### config.mk
export PLATFORM = sky130hd
export DESIGN_NAME = rr_arbiter_8to3
export DESIGN_NICKNAME = d
export VERILOG_FILES = /design/src/rtl/rr_arbiter_8to3.sv
export SDC_FILE = /design/constraint.sdc
export NUM_CORES = 1
export LEC_CHECK = 0
export BUFFER_PORTS_ARGS = -buffer_cell sky130_fd_sc_hd__buf_2
export CAP_MARGIN = 25
export CORE_MARGIN = 4
export CORE_UTILIZATION = 58
export CTS_BUF_LIST = sky130_fd_sc_hd__clkbuf_8 sky130_fd_sc_hd__clkbuf_16
export DETAILED_ROUTE_END_ITERATION = 7
export PLACE_DENSITY = 0.89
export SYNTH_ARGS = -nofsm -noshare
export SYNTH_HDL_FRONTEND = slang
export SYNTH_SLANG_ARGS = --single-unit
### constraint.sdc
create_clock -name clk -period 4.1 [get_ports clk]
set_input_delay 0.41 -clock clk [delete_from_list [all_inputs] [get_ports clk]]
set_output_delay 0.41 -clock clk [all_outputs]
set_load 0.01 [all_outputs]
### src/rtl/rr_arbiter_8to3.sv
// rr_arbiter_8to3: eight-way round-robin arbiter feeding a 3-to-8 decoder.
// The winner's index and an enable are registered so the decoder never sees
// a combinational path from the request lines. A grant ends when its owner
// drops its request or when the hold limit is reached. Either way the enable
// is low for at least one cycle before the next owner, so two decoder outputs
// can never overlap.
module rr_arbiter_8to3 #(
  parameter int MAX_HOLD = 16,
  parameter int CNT_W    = 8
) (
  input  logic       clk,
  input  logic       rst,
  input  logic [7:0] req,
  output logic       grant_en,
  output logic [2:0] grant_idx,
  output logic       busy,
  output logic       timeout
);

  typedef enum logic {
    IDLE,
    GRANT
  } state_t;

  state_t             state;
  logic [2:0]         ptr;
  logic [CNT_W-1:0]   hold_cnt;

  logic [7:0]         req_rot;
  logic [2:0]         offset;
  logic [2:0]         winner;
  logic               any_req;

  // Rotate the request vector so bit 0 is the requester at ptr. The lowest set
  // bit of the rotated vector is then the nearest requester in ascending
  // modular order, and adding ptr back (3-bit wrap) gives its real index.
  always_comb begin
    req_rot = '0;
    offset  = '0;
    for (int i = 0; i < 8; i++) begin
      req_rot[i] = req[ptr + 3'(i)];
    end
    for (int i = 7; i >= 0; i--) begin
      if (req_rot[i]) begin
        offset = 3'(i);
      end
    end
    winner  = ptr + offset;
    any_req = |req;
  end

  // Arbitration FSM with registered outputs. The pointer only moves when a
  // grant ends, to one past the previous owner, which keeps service fair.
  // Release is tested before the hold limit so that a requester letting go on
  // its last allowed cycle is not reported as a timeout.
  always_ff @(posedge clk or posedge rst) begin
    if (rst) begin
      state     <= IDLE;
      ptr       <= 3'd0;
      hold_cnt  <= '0;
      grant_en  <= 1'b0;
      grant_idx <= 3'd0;
      busy      <= 1'b0;
      timeout   <= 1'b0;
    end else begin
      timeout <= 1'b0;
      case (state)
        IDLE: begin
          if (any_req) begin
            grant_idx <= winner;
            grant_en  <= 1'b1;
            busy      <= 1'b1;
            hold_cnt  <= CNT_W'(1);
            state     <= GRANT;
          end
        end
        GRANT: begin
          if (!req[grant_idx]) begin
            grant_en <= 1'b0;
            busy     <= 1'b0;
            ptr      <= grant_idx + 3'd1;
            state    <= IDLE;
          end else if (hold_cnt == CNT_W'(MAX_HOLD)) begin
            grant_en <= 1'b0;
            busy     <= 1'b0;
            timeout  <= 1'b1;
            ptr      <= grant_idx + 3'd1;
            state    <= IDLE;
          end else begin
            hold_cnt <= hold_cnt + CNT_W'(1);
          end
        end
        default: begin
          grant_en <= 1'b0;
          busy     <= 1'b0;
          state    <= IDLE;
        end
      endcase
    end
  end

endmodule

* Yosys cells after proc, flatten, opt, wreduce, memory -nomap -nowiden
Index checks and enable logic that the tools add are counted.
W data, S select, Z words.
** Cells by class
- Add/sub/neg operators :: 10
- Equality and inequality tests :: 6
- Reduce and logical (&&, ||, !) cells :: 5
- Bitwise operators :: 1
- Multiplexer cells :: 43
- $lt $le $gt $ge :: 9
** Operators by type and width (number)
- $lt A3 B4 Y1 const B :: 9
- $mux W3 :: 10
- $bmux W1 S3 :: 9
- $mux W8 :: 3
- $mux W1 :: 18
- $pmux W8 S2 :: 1
- $add A3 B3 Y3 const B :: 4
- $add A8 B1 Y8 const B :: 1
- $eq A8 B5 Y1 const B :: 1
- $reduce_or A8 Y1 :: 1
- $add A3 B1 Y3 const B :: 2
- $add A3 B2 Y3 const B :: 2
- $reduce_and A2 Y1 :: 3
- $ne A2 B1 Y1 const B :: 2
- $ne A2 B2 Y1 const B :: 2
- $pmux W1 S2 :: 2
- $add A3 B3 Y3 :: 1
- $ne A3 B2 Y1 const B :: 1
- $reduce_and A3 Y1 :: 1
- $not A1 Y1 :: 1
** Storage, ports and cells
- Bits in registers :: 17
- Output and inout bits :: 6
- Bits of input ports :: 10

* Logic depth before layout (Yosys ltp)
- Word-level depth :: 12
- Gate-level depth with buffers :: 17
- Gate-level depth less buffers :: 15

* Worst setup path after synthesis
Ideal clock, no wire load.
- Path kind :: register to register
- Start point :: register ptr[0]
- End point :: register grant_idx[2]
- Data arrival time :: 3.101 ns
- Required time :: 4.018 ns
- Path slack :: 0.916 ns
- Stages on the path, launching flop included :: 16
- Setup time :: 0.082 ns
- Period minus slack after synthesis :: 3.184 ns
- Path buffers :: 2
- Cell sequence :: dfrtp_1 -> buf_2 -> inv_2 -> ha_1 -> buf_2 -> mux4_2 -> mux2i_1 -> o21bai_1 -> a211oi_1 -> nor2_1 -> a21oi_1 -> ha_1 -> inv_1 -> fa_1 -> o311a_1 -> o22ai_1
** Between the ends
- Word-level cells in the longest chain between the ends :: 12
** RTL lines
- start, declared :: line 26 : logic [2:0] ptr;
- start signal, assigned :: line 81 : ptr <= grant_idx + 3'd1;
- start signal, assigned :: line 87 : ptr <= grant_idx + 3'd1;
- $add A3 B3 Y3 :: line 41 : req_rot[i] = req[ptr + 3'(i)];
- $bmux W1 S3 :: line 41
- $mux W1 (not written as such) :: line 41
- $mux W3 (8 in series) :: line 44 : if (req_rot[i]) begin
- $add A3 B3 Y3 (*) :: line 48 : winner = ptr + offset;
- end signal, assigned :: line 70 : grant_idx <= winner;
- end, declared :: line 15 : output logic [2:0] grant_idx,
Every way passes the cells marked *; elsewhere a longest branch is shown, timed or not. The select of a mux whose other input is x is not followed.
A chain may end at the register's enable or synchronous reset.

* Final worst setup path
Ends and elaborated chain as after synthesis.

==> flow_summary.toml <==
[status]
status = "finished, final reports clean"

[synthesis]
async_reset_ff_frac = 1.00
synth_largest_area_cell = "dfrtp_1"
yosys.cell_types.count = 44
synthTopCellsByArea = "dfrtp_1 (28%), mux4_2 (15%), mux2i_1 (6.6%)"
synthMuxAreaShare = 0.289
ys_seq_elements = 17
seq_area_frac_synth = 0.281
syn-mean-instance-area_um2 = 10.2
synthXorXnorAreaFrac = 0.0462
synth_top_area_frac = 0.281
yosys.area_share.adder = 0.0628
synth_top_family_by_area = "multiplexers"
synth_edf_count = 0
synth-simple-area-share = 0.173
syn-num-nets = 166
synth_compound_area_frac = 0.0974
syn_area_um2 = 1520
synth_cells = 149
ys.flop_type = "dfrtp_1"
yosysWarnings = 0

[final_layout]
final_cell_mix = "nor2_1 (17), dfrtp_1 (17), buf_2 (15)"
n_antenna_cell = 0
syn2layout_area_growth_pct = 7.27
drive_gt1_frac = 0.219
final_cell_area_um2 = 1630
fin_nets = 178

[placement]
gp_congestion = 0.853
place_area_um2 = 1580
dp_hpwl_mm = 2.46
port_buffers = 15

[power]
ir_drop_mv = 0.542
power_mw = 1.46
p_leak_nw = 0.744
p_per_area_nw_per_um2 = 896

[clock_network]
cts-root-buf = "clkbuf_8"
post_cts_buffers = 0
clkTransAtPathRegs_ps = 60
clock_sinks = 17
clk_path_buf_depth = 2
htree_levels = 1
cts_tree = "done"
cts_resized = 0
ctsHoldBuffers = 0
cts_buffers = 3
insertion_delay_ps = 250

[drt]
drt_drc_violations_left = 0
drt-initial-drc-count = 96
routed_wl_mm = 3.27
ant_nets = 0
wire_per_inst_um = 17.2
drt_first_pass_iters = 4
vias_per_cell = 6.40
vias = 1216

[min_path]
min_path_type = "in2async"

[timing]
fin_skew_ps = 3.56
finalSetupTns_ps = 0
setup_viol = 0
slew-limit-headroom = 0.319
final-max-slew-violation-count = 0
fin_hold_ws_ps = 228
rsz0062_at_grt = "no"
finalCriticalPeriod_ps = 3740
tightest_slew_ps = 1020
fmax_mhz = 267
period_share = 0.913
hold_violations = 0

[grt]
track_usage = 0.210
grt_pass1_wl_mm = 5.65
grt_overflow = 0
grt_pass1_vias = 1193
grt_max_degree = 19
antenna_found_initial = 0

[floorplan]
ioPinCount = 16
die_y_um = 59.1
dieArea_um2 = 3490
rows = 18
initial_core_util = 0.612
core_um2 = 2480
die_w_um = 59.1

[job]
maxCapViolCount = 0

[worst_setup_path]
worst_r2r_path_depth = 13
arrival_ps = 3910
cp-end-kind = "flop"
regToRegEndpoint = "grant_idx[2]"
worstPathRequired_ps = 4270
r2r_setup_slack_ps = 360
critPathLaunchType = "flop"
path_max_fanout = 10
timing.rr.start = "ptr[0]"
critPathKind = "reg2reg"
## critical path, stage by stage (launching register included)
cell and delay, ps:
dfrtp_1 630, inv_2 180, ha_1 510, mux4_2 590
mux2_2 300, nor2_1 240, nor2_1 70, a21oi_1 150
o22a_1 180, fa_1 260, nand2_1 80, a21o_1 180
o311a_1 110, o22ai_1 160
## layout make-up
cell class	count	area, µm²
clock buffers	3	41.3
clock inverters	1	3.75
inverters	8	30.0
fillers	190	852
multi-input cells	116	1010
well taps	30	37.5
flip-flops and latches	17	425
repair buffers	15	75.1
## through the flow
stage	utilization	cells	setup slack, ps
6_report	0.656	190	356
5_1_grt	0.656	190	118
4_1_cts	0.656	190	380
3_5_place_dp	0.638	186	421
3_3_place_gp	0.638	186	613
2_1_floorplan	-	149	916
## cell usage after synthesis, drive strengths merged (2+ instances only)
master,n
xor2,6
mux2i,10
mux2,5
a21oi,6
inv,8
o21ai,4
and3,3
nand4,2
ha,6
or4,2
nor2b,4
nand3,5
a21o,2
buf,7
nor2,17
mux4,12
nor4,2
nand2,11
nor3,2
xnor2,2
dfrtp,17
## routing by layer
metal,share of wire,vias up,track usage
met4,0.0046,0,0.0194
met5,0,-,0
met2,0.50,33,0.344
met1,0.45,603,0.296
li1,-,575,-
met3,0.050,5,0.0479
## flip-flops by register name (all words and copies together), names as in the netlist
register / cells
hold_cnt: 8
grant_idx: 3
ptr: 3
busy: 1
state: 1
timeout: 1
## how the worst max path moves through the flow
stage	start	endpoint	slack [ps]	depth (start not counted)
after floorplan	ptr[0]	grant_idx[2]	920	15
after global placement	ptr[0]	grant_idx[2]	610	13
after detailed placement	ptr[0]	grant_idx[2]	420	13
after CTS	ptr[0]	grant_idx[2]	380	13
after global routing	ptr[0]	grant_idx[2]	120	13
final	ptr[0]	grant_idx[2]	360	13
## cell families after synthesis
family,count (synthesis)
buf+inv,16
flops,17
xor+xnor,8
simple gates,52
fa+ha+maj,7
compound gates,22
mux,27
## power by group
group          leakage (nW)  switching (mW)  internal, mW
clock network        0.0269          0.0545        0.0665
logic                 0.504           0.487         0.490
registers             0.212           0.129         0.229
Power figures use the tool's default switching activity.
